### config.mk
export PLATFORM = sky130hd
export DESIGN_NAME = imem_load_ctrl
export DESIGN_NICKNAME = d
export VERILOG_FILES = /design/src/rtl/imem_ctrl_pkg.sv /design/src/rtl/run_timer.sv /design/src/rtl/imem_load_ctrl.sv
export SDC_FILE = /design/constraint.sdc
export NUM_CORES = 1
export LEC_CHECK = 0
export CAP_MARGIN = 20
export CELL_PAD_IN_SITES_DETAIL_PLACEMENT = 0
export CELL_PAD_IN_SITES_GLOBAL_PLACEMENT = 1
export CORE_AREA = 2 2 110 112
export DETAILED_ROUTE_END_ITERATION = 10
export DIE_AREA = 0 0 112 114
export PLACE_DENSITY_LB_ADDON = 0.05
export SLEW_MARGIN = 20
export SYNTH_ARGS = -nofsm -noshare
export SYNTH_HDL_FRONTEND = slang
export SYNTH_HIERARCHICAL = 1
export SYNTH_SLANG_ARGS = --single-unit
### constraint.sdc
create_clock -name clk -period 4.7 [get_ports clk]
set_input_delay 0.705 -clock clk [delete_from_list [all_inputs] [get_ports clk]]
set_output_delay 0.705 -clock clk [all_outputs]
set_load 0.02 [all_outputs]
### src/rtl/imem_ctrl_pkg.sv
`default_nettype none
// ============================================================================
// Module      : imem_ctrl_pkg
// Description : Shared types and constants for the instruction-memory
//               load/run sequencer: sequencer state encoding, core
//               read/write mode values and default widths.
// Revision    : 1.0 - initial release
// ============================================================================
package imem_ctrl_pkg;

    // Default geometry of the instruction memory and core interface
    localparam int ADDR_W_DEFAULT     = 8;
    localparam int DATA_W_DEFAULT     = 32;
    localparam int RST_CYCLES_DEFAULT = 2;

    // Width of the shared hold/run timer
    localparam int TIMER_W = 16;

    // Core RW control values
    localparam logic CORE_RW_LOAD = 1'b0;
    localparam logic CORE_RW_EXEC = 1'b1;

    // Sequencer states, explicitly encoded
    typedef enum logic [2:0] {
        ST_IDLE     = 3'd0,
        ST_LOAD     = 3'd1,
        ST_CORE_RST = 3'd2,
        ST_RUN      = 3'd3,
        ST_DONE     = 3'd4
    } state_e;

endpackage
`default_nettype wire

### src/rtl/run_timer.sv
`default_nettype none
// ============================================================================
// Module      : run_timer
// Description : Enable/clear up-counter with saturation at all-ones and a
//               terminal-count compare against a caller-supplied limit.
//               Shared by the sequencer for the core reset hold and for the
//               execute-cycle budget.
// Ports       : clk, rst      - clock, synchronous active-high reset
//               i_clr         - synchronous clear (wins over i_en)
//               i_en          - count enable
//               i_limit       - terminal-count compare value
//               o_count       - current count
//               o_hit         - o_count == i_limit
// Revision    : 1.0 - initial release
// ============================================================================
module run_timer
    import imem_ctrl_pkg::*;
#(
    parameter int WIDTH = TIMER_W
) (
    input  logic             clk,
    input  logic             rst,
    input  logic             i_clr,
    input  logic             i_en,
    input  logic [WIDTH-1:0] i_limit,
    output logic [WIDTH-1:0] o_count,
    output logic             o_hit
);

    localparam logic [WIDTH-1:0] c_count_max = '1;
    localparam logic [WIDTH-1:0] c_count_one = WIDTH'(1);

    logic [WIDTH-1:0] r_count;

    // Saturates rather than wrapping so an unbounded run never looks like a
    // fresh run to anyone watching the count.
    always_ff @(posedge clk) begin
        if (rst) begin
            r_count <= '0;
        end else if (i_clr) begin
            r_count <= '0;
        end else if (i_en && (r_count != c_count_max)) begin
            r_count <= r_count + c_count_one;
        end
    end

    assign o_count = r_count;
    assign o_hit   = (r_count == i_limit);

endmodule
`default_nettype wire

### src/rtl/imem_load_ctrl.sv
`default_nettype none
// ============================================================================
// Module      : imem_load_ctrl
// Description : Program-load and run sequencer for the single-cycle core.
//               Streams instruction words into consecutive instruction-memory
//               addresses while the core is held in reset in write mode,
//               then releases the core in execute mode for a programmable
//               number of cycles and freezes it when the budget is spent.
// Ports       : clk, rst                    - clock, sync active-high reset
//               load_start, run_len, abort  - sequencer control
//               in_valid/in_data/in_last    - instruction stream (in_ready)
//               imem_we/imem_addr/imem_wdata- instruction-memory write port
//               core_rst/core_en/core_rw    - core control
//               word_count, cycle_count     - progress counters
//               busy, done, err             - status
// Revision    : 1.0 - initial release
// ============================================================================
module imem_load_ctrl
    import imem_ctrl_pkg::*;
#(
    parameter int ADDR_W     = ADDR_W_DEFAULT,
    parameter int DATA_W     = DATA_W_DEFAULT,
    parameter int RST_CYCLES = RST_CYCLES_DEFAULT
) (
    input  logic                clk,
    input  logic                rst,
    input  logic                load_start,
    input  logic [TIMER_W-1:0]  run_len,
    input  logic                abort,
    input  logic                in_valid,
    input  logic [DATA_W-1:0]   in_data,
    input  logic                in_last,
    output logic                in_ready,
    output logic                imem_we,
    output logic [ADDR_W-1:0]   imem_addr,
    output logic [DATA_W-1:0]   imem_wdata,
    output logic                core_rst,
    output logic                core_en,
    output logic                core_rw,
    output logic [ADDR_W:0]     word_count,
    output logic [TIMER_W-1:0]  cycle_count,
    output logic                busy,
    output logic                done,
    output logic                err
);

    localparam logic [ADDR_W-1:0]  c_ptr_one   = ADDR_W'(1);
    localparam logic [ADDR_W:0]    c_wc_one    = (ADDR_W + 1)'(1);
    localparam logic [TIMER_W-1:0] c_tmr_one   = TIMER_W'(1);
    // The hold counter starts at 0 on entry, so the last hold cycle is N-1
    localparam logic [TIMER_W-1:0] c_hold_last = TIMER_W'(RST_CYCLES - 1);

    state_e              r_state;
    state_e              w_next;

    logic [ADDR_W-1:0]   r_wptr;
    logic [ADDR_W:0]     r_word_count;
    logic [TIMER_W-1:0]  r_run_len;
    logic                r_err;

    logic                w_in_load;
    logic                w_accept;
    logic                w_ptr_last;
    logic                w_start;
    logic                w_overflow;

    logic                w_tmr_clr;
    logic                w_tmr_en;
    logic [TIMER_W-1:0]  w_tmr_limit;
    logic [TIMER_W-1:0]  w_tmr_count;
    logic                w_tmr_hit;

    // ------------------------------------------------------------------
    // Handshake and datapath qualifiers
    // ------------------------------------------------------------------
    // in_ready depends on registered state only, so no in_valid -> in_ready
    // path exists.
    assign w_in_load  = (r_state == ST_LOAD);
    assign w_accept   = w_in_load & in_valid;
    assign w_ptr_last = &r_wptr;
    // A load may only begin from a quiescent state, and abort outranks it
    assign w_start    = load_start & ~abort &
                        ((r_state == ST_IDLE) | (r_state == ST_DONE));
    // Memory full without seeing the final word: the program cannot fit
    assign w_overflow = w_accept & w_ptr_last & ~in_last & ~abort;

    // ------------------------------------------------------------------
    // Shared timer: core-reset hold in CORE_RST, execute budget in RUN
    // ------------------------------------------------------------------
    run_timer #(
        .WIDTH   (TIMER_W)
    ) u_run_timer (
        .clk     (clk),
        .rst     (rst),
        .i_clr   (w_tmr_clr),
        .i_en    (w_tmr_en),
        .i_limit (w_tmr_limit),
        .o_count (w_tmr_count),
        .o_hit   (w_tmr_hit)
    );

    // ------------------------------------------------------------------
    // State register
    // ------------------------------------------------------------------
    always_ff @(posedge clk) begin
        if (rst) begin
            r_state <= ST_IDLE;
        end else begin
            r_state <= w_next;
        end
    end

    // ------------------------------------------------------------------
    // Next-state and state-decoded outputs
    // ------------------------------------------------------------------
    always_comb begin
        w_next      = r_state;
        w_tmr_clr   = 1'b0;
        w_tmr_en    = 1'b0;
        w_tmr_limit = r_run_len - c_tmr_one;
        in_ready    = 1'b0;
        core_rst    = 1'b1;
        core_en     = 1'b0;
        core_rw     = CORE_RW_LOAD;
        busy        = 1'b0;
        done        = 1'b0;
        cycle_count = '0;

        case (r_state)
            ST_IDLE: begin
                if (load_start) begin
                    w_next = ST_LOAD;
                end
            end

            ST_LOAD: begin
                in_ready = 1'b1;
                busy     = 1'b1;
                if (w_accept) begin
                    if (in_last) begin
                        w_next    = ST_CORE_RST;
                        w_tmr_clr = 1'b1;
                    end else if (w_ptr_last) begin
                        w_next = ST_DONE;
                    end
                end
            end

            ST_CORE_RST: begin
                core_rw     = CORE_RW_EXEC;
                busy        = 1'b1;
                w_tmr_en    = 1'b1;
                w_tmr_limit = c_hold_last;
                if (w_tmr_hit) begin
                    // Clearing here makes cycle_count read 0 on the first
                    // enabled cycle.
                    w_next    = ST_RUN;
                    w_tmr_clr = 1'b1;
                end
            end

            ST_RUN: begin
                core_rst    = 1'b0;
                core_en     = 1'b1;
                core_rw     = CORE_RW_EXEC;
                busy        = 1'b1;
                w_tmr_en    = 1'b1;
                cycle_count = w_tmr_count;
                // A zero budget never terminates; the timer just saturates.
                if ((r_run_len != '0) && w_tmr_hit) begin
                    w_next = ST_DONE;
                end
            end

            ST_DONE: begin
                core_rst    = 1'b0;
                core_rw     = CORE_RW_EXEC;
                done        = 1'b1;
                // Holds the final count (equal to the budget) for inspection
                cycle_count = w_tmr_count;
                if (load_start) begin
                    w_next = ST_LOAD;
                end
            end

            default: begin
                w_next = ST_IDLE;
            end
        endcase

        // Abort outranks every transition above
        if (abort) begin
            w_next    = ST_IDLE;
            w_tmr_clr = 1'b1;
        end
    end

    // ------------------------------------------------------------------
    // Instruction-memory write port: zero-latency pass-through of the beat
    // ------------------------------------------------------------------
    always_comb begin
        imem_we    = w_accept;
        imem_addr  = w_in_load ? r_wptr  : '0;
        imem_wdata = w_in_load ? in_data : '0;
    end

    // ------------------------------------------------------------------
    // Load bookkeeping: write pointer, word count, budget, error flag
    // ------------------------------------------------------------------
    always_ff @(posedge clk) begin
        if (rst) begin
            r_wptr       <= '0;
            r_word_count <= '0;
            r_run_len    <= '0;
            r_err        <= 1'b0;
        end else if (w_start) begin
            r_wptr       <= '0;
            r_word_count <= '0;
            r_run_len    <= run_len;
            r_err        <= 1'b0;
        end else if (w_accept) begin
            // The word is already in memory, so it is counted even if an
            // abort arrives in the same cycle.
            r_wptr       <= r_wptr + c_ptr_one;
            r_word_count <= r_word_count + c_wc_one;
            if (w_overflow) begin
                r_err <= 1'b1;
            end
        end
    end

    assign word_count = r_word_count;
    assign err        = r_err;

endmodule
`default_nettype wire

==> flow_summary_export.csv, run 1 <==
group,metric,value,unit
outcome,status,"finished clean",
setup_path,path_common_cell,"a21oi_1",
setup_path,slowest_delay,0.56,ns
sta,slew_viol_final,0,
routing,vias,3277,
layout,num-nets-final,596,
pwr,pwr-share-comb,21.9,%
routing,vias_per_cell,4.78,
setup_path,crit_family,"simple AND/OR/NAND/NOR gates",
yosys,ys_ff_latch,53,
clocking,ctsRootBufferMaster,"clkbuf_16",
grt,antenna_found_initial,0,
grt,grt_start_max_net_pins,43,
sta,hold_viol_final,0,
clocking,cts_buffers,5,
yosys,synth.top_cell.area_share,31.2,%
sta,finalSetupTns,0,ns
clocking,clock_latency,0.30,ns
pwr,p_sw_share,28.5,%
pwr,p_leak,0.00167,uW
routing,drtIter0Drc,133,
layout,areaGrowthSynthToFinish,44.1,%
yosys,synth_nets,482,
pwr,power.switching,315,uW
yosys,synth_cell_types,57,
routing,antenna_left,0,
yosys,synthCells,424,
sta,max_freq,301,MHz
setup_path,crit_cells,12,
grt,grt_pass1_wl,16.1,mm
layout,final_common_cell,"clkdlybuf4s50_1",
layout,drive_gt1_share,6.31,%
pwr,p_seq_share,42.5,%
setup_path,crit_buf_inv,2,
yosys,synthFlopType,"dfxtp_1",
routing,wl_per_cell,14.3,um
sta,whs,0.480,ns
pwr,power_density,225,mW/mm^2
die,core_area,0.0117,mm^2
routing,first_pass_iters,4,
yosys,async_flop_share,0,%
pwr,peakVddDrop,0.000134,V
setup_path,worstRegToRegCells,12,
die,start_util,29.0,%
die,placement_rows,40,
grt,grt_pass1_vias,3181,
setup_path,crit_path_top_delay_cell,"dfxtp_1",
setup_path,crit_type,"flip-flop to flip-flop",
sta,tightestPinTransition,0.825,ns
yosys,synth_largest_area_cell,"dfxtp_1",
clocking,post_cts_buffers,0,
sta,rsz0062_at_grt,"no",
job,cap_violations,0,
pwr,power.share.clock,35.6,%
yosys,yosys_warnings,6,
layout,fillers,1249,
place,place.gp.congestion,0.753,
yosys,synthTopCellsByArea,"dfxtp_1, and2_1, xnor2_1, a21oi_1, nand2_1",
clocking,cts_tree,"yes",
clocking,ctsHoldBuffers,0,
die,ioPinCount,127,
sta,finalSetupViolations,0,
clocking,clk_path_buf_depth,2,
yosys,yosysSeqAreaShare,31.2,%
clocking,cts_resized,0,
yosys,syn_area_per_cell,8.02,um^2
setup_path,end_kind,"flip-flop",
sta,min_period_over_period,70.7,%
setup_path,critPathLaunchType,"flip-flop",
die,die_area,0.0128,mm^2
clocking,htree_levels,2,
grt,overflow,0,
setup_path,worstPathArrival,3.56,ns
clocking,clkTransAtPathRegs,0.08,ns
sta,period_minus_slack,3.32,ns
setup_path,critPathRequiredTime,4.94,ns
yosys,synth_edf_count,0,
setup_path,worst-path-max-fanout,18,
setup_path,crit_path_cell_trace,"nor2b_2 > nor2b_1 > buf_4 > nor2_1 > xnor2_1 > nand4_1 > nor4_1 > inv_1 > a21oi_1 > o311ai_2 > or3_1 > a21oi_1",
die,die_w,112,um
die,chipHeight,114,um
routing,routed_wl,9.83,mm
sta,slew_headroom,44.8,%
routing,drc_errors,0,
place,place_hpwl,7.67,mm
pwr,power.internal,789,uW
worst_hold_path,min_path_type,"flip-flop to flip-flop",
clocking,cts.sinks,53,
place,portBuffers,126,
yosys,syn_area,0.00340,mm^2
layout,layout_common_cells,"clkdlybuf4s50_1, dfxtp_1, nand2_1, and2_1, a21oi_1",
grt,grt_usage,15.5,%
sta,clock-skew-final,0.0105,ns
worst_hold_path,hold_depth,2,
layout,diodes,0,
[layout make-up]
class                      instances  area (um^2)  share of cell area [%]
multi-input combinational        343         2200                    44.9
sequential                        53         1060                    21.6
tap                              147          184                    3.75
clock inverter                     3         26.3                   0.536
timing repair buffer             128         1280                    26.0
inverter                           7         26.3                   0.536
clock buffer                       5          125                    2.55
[final timing paths]
kind	from	to	slack, ns
setup / recovery	r_state[1]$_SDFFE_PP0P_	r_state[1]$_SDFFE_PP0P_	1.38
hold / removal	r_run_len[3]$_SDFFE_PP0P_	r_run_len[3]$_SDFFE_PP0P_	0.48
setup reg to reg	r_state[1]$_SDFFE_PP0P_	r_state[1]$_SDFFE_PP0P_	1.38
hold reg to reg	r_run_len[3]$_SDFFE_PP0P_	r_run_len[3]$_SDFFE_PP0P_	0.48
[logic make-up after synthesis]
kind of cell    share of synthesized area, %
compound gates                          13.1
xor+xnor                                10.0
fa+ha+maj                               1.47
buf+inv                                 4.12
flops                                   31.2
mux                                    0.588
simple gates                            39.5
[cell usage after synthesis, types with 3 or more instances]
library cell and count:
o211ai_1 4, or3_1 11, o31ai_1 8, clkbuf_1 9
nor2b_1 18, xor2_1 10, xnor2_1 29, nand3_1 12
o21ai_0 9, buf_6 3, nor2_1 37, inv_1 7
or4_1 5, dfxtp_1 53, nor3_1 3, a21oi_1 38
o21ai_1 5, nand2_1 46, nand4_1 10, and4_4 3
nor4_1 4, buf_2 6, ha_1 4, nor4_4 3
and2_1 42, and3_1 6
[metal layers]
metal,share of wire (%),vias up,track usage (%)
li1,-,1705,-
met5,0,-,0
met2,50,50,26.9
met3,4.2,7,3.72
met1,45,1515,19.5
met4,0.91,0,3.82
[state kept, by name, summed over array words and instances (netlist names)]
signal and cells:
err 1, u_run_timer/o_count 16, r_state 3, word_count 9
r_run_len 16, r_wptr 8
[worst register-to-register path, delay by kind of cell, from the launching register on]
family,cells,cell delay (ns)
simple gates,6,1.69
flops,1,0.56
compound gates,3,0.49
buf+inv,2,0.31
xor+xnor,1,0.21
[metrics by stage]
stage	area (um^2)	power, uW	setup slack, ns	util [%]	cells
2_1_floorplan	3400	626	1.81	-	424
3_3_place_gp	4750	724	1.39	40.5	678
3_5_place_dp	4750	725	1.35	40.5	678
4_1_cts	4900	1120	1.07	41.8	686
5_1_grt	4900	1160	0.943	41.9	686
6_report	4900	1100	1.38	41.9	686
[power by group through the flow]
stage | sequential [uW] | clock, uW | combinational (uW)
2_1_floorplan | 476 | 0 | 150
3_3_place_gp | 480 | 0 | 244
3_5_place_dp | 480 | 0 | 245
4_1_cts | 469 | 404 | 246
5_1_grt | 471 | 424 | 267
6_report | 469 | 393 | 241
(Power assumes the default switching activity.)
==> run 2, diff against run 1 <==
==> constraint.sdc (replaced) <==
create_clock -name clk -period 3.3 [get_ports clk]
set_input_delay 0.495 -clock clk [delete_from_list [all_inputs] [get_ports clk]]
set_output_delay 0.495 -clock clk [all_outputs]
set_load 0.02 [all_outputs]
==> run 2 against run 1 <==
  * Largest power group unchanged
  * Die area did not move
  * Critical endpoint is now u_run_timer/o_count[4]$_SDFFE_PP0P_
  * Sequential cell count unchanged
  * Non-clock buffer count is 8 higher
  * Register-to-register slack got worse by 1.2 ns
  * Clock-buffer cell count stayed put
  * Wire length grew 4.7%
  * First-iteration DRC count down 1.5%
==> flow_summary_export.csv, run 2 (same netlist as run 1, synthesis figures left out) <==
group,metric,value,unit
pwr,peakVddDrop,0.000209,V
die,die_area,0.0128,mm^2
routing,vias_per_cell,4.83,
layout,num-nets-final,604,
sta,period_minus_slack,3.12,ns
setup_path,worst-path-max-fanout,7,
place,post-place-ws,0.0469,ns
layout,fillers,1240,
sta,slew_viol_final,0,
layout,diodes,0,
sta,finalSetupViolations,0,
job,cap_violations,0,
sta,hold_viol_final,0,
place,place.gp.congestion,0.762,
grt,antenna_found_initial,0,
setup_path,critPathLaunchType,"flip-flop",
layout,seqCellArea,0.00106,mm^2
layout,areaGrowthSynthToFinish,47.6,%
routing,drtIter0Drc,131,
routing,drc_errors,0,
pwr,p_leak,0.00174,uW
sta,max_freq,320,MHz
grt,grt_pass1_wl,16.4,mm
clocking,clk_path_buf_depth,2,
layout,multi_input_area,0.00225,mm^2
sta,clock-skew-final,0.0110,ns
grt,grt_start_max_net_pins,44,
clocking,ctsHoldBuffers,0,
layout,postLayoutCoreUtil,42.9,%
die,ioPinCount,127,
routing,first_pass_iters,4,
clocking,cts_buffers,5,
die,core_area,0.0117,mm^2
setup_path,worstPathArrival,3.36,ns
routing,wl_per_cell,14.8,um
place,place_hpwl,7.75,mm
grt,grt_usage,15.7,%
pwr,power_density,317,mW/mm^2
sta,min_period_over_period,94.7,%
grt,grt_pass1_vias,3226,
die,chipHeight,114,um
layout,final_common_cell,"clkdlybuf4s50_1",
clocking,clock_latency,0.31,ns
clocking,post_cts_buffers,0,
setup_path,end_kind,"flip-flop",
grt,overflow,0,
layout,drive_gt1_share,8.78,%
die,placement_rows,40,
die,die_w,112,um
clocking,ctsRootBufferMaster,"clkbuf_16",
clocking,clkTransAtPathRegs,0.08,ns
die,start_util,29.0,%
sta,final.setup.worst_slack,0.175,ns
clocking,cts.sinks,53,
worst_hold_path,min_path_type,"flip-flop to flip-flop",
layout,layout_common_cells,"clkdlybuf4s50_1, dfxtp_1, nand2_1, and2_1, a21oi_1",
routing,antenna_left,0,
clocking,cts_tree,"yes",
place,portBuffers,126,
setup_path,critPathRequiredTime,3.53,ns
outcome,status,"finished clean",
sta,tightestPinTransition,0.669,ns
setup_path,crit_type,"flip-flop to flip-flop",
routing,routed_wl,10.3,mm
sta,slew_headroom,55.4,%
routing,vias,3352,
clocking,htree_levels,2,
run 2: metrics by stage:
step                power, uW  std cells  area [um^2]  TNS (ns)  hold slack (ns)
finish                   1590        694         5020         0            0.491
global route             1670        694         5020   -0.0187            0.523
CTS                      1600        694         4970         0            0.484
detailed placement       1030        686         4820         0            0.473
global placement         1030        686         4820         0            0.471
floorplan                 892        424         3400         0            0.450
run 2: repair_timing:
action                     in CTS  in global routing
gates resized for setup         0                  9
setup endpoints to repair       0                 18
hold endpoints to repair        0                  0
run 2: path summary, 6_finish.rpt:
check                            start                             endpoint  slack, ns  depth (start not counted)
min reg2reg  r_run_len[3]$_SDFFE_PP0P_            r_run_len[3]$_SDFFE_PP0P_       0.49                          2
min          r_run_len[3]$_SDFFE_PP0P_            r_run_len[3]$_SDFFE_PP0P_       0.49                          2
max          r_run_len[9]$_SDFFE_PP0P_  u_run_timer/o_count[4]$_SDFFE_PP0P_       0.18                         13
max reg2reg  r_run_len[9]$_SDFFE_PP0P_  u_run_timer/o_count[4]$_SDFFE_PP0P_       0.18                         13
run 2: per-layer routing:
| metal | vias up | routed length, um | share of wire, % | track usage [%] |
|---|---|---|---|---|
| met4 | 0 | 148 | 1.4 | 4.72 |
| met1 | 1558 | 4740 | 46 | 20.7 |
| li1 | 1722 | - | - | - |
| met3 | 12 | 314 | 3.1 | 2.92 |
| met5 | - | 0 | 0 | 0 |
| met2 | 60 | 5090 | 49 | 26.3 |
run 2: critical path, stage by stage (launching register included):
cell and delay, ns:
dfxtp_1 0.38, or4_4 0.58, nor4_4 0.17, nor2b_2 0.19, xnor2_1 0.13, nor2_1 0.07, xnor2_1 0.12, nand4_1 0.14
nor4_4 0.07, buf_4 0.13, a221o_1 0.34, nor2_1 0.41, o21ai_0 0.17, a31oi_1 0.16
run 2: power breakdown:
group	total, uW	leakage, uW	internal, uW	switching [uW]
Combinational	358	0.00123	190	168
Clock	567	0.0000752	291	276
Sequential	669	0.000429	651	18.2
run 2: layout make-up:
class                   instances  share of cell area (%)
inverters                       7                   0.523
clock buffers                   5                    2.49
clock inverters                 3                   0.523
multi-input cells             343                    44.8
well taps                     147                    3.66
flip-flops and latches         53                    21.2
repair buffers                136                    26.9
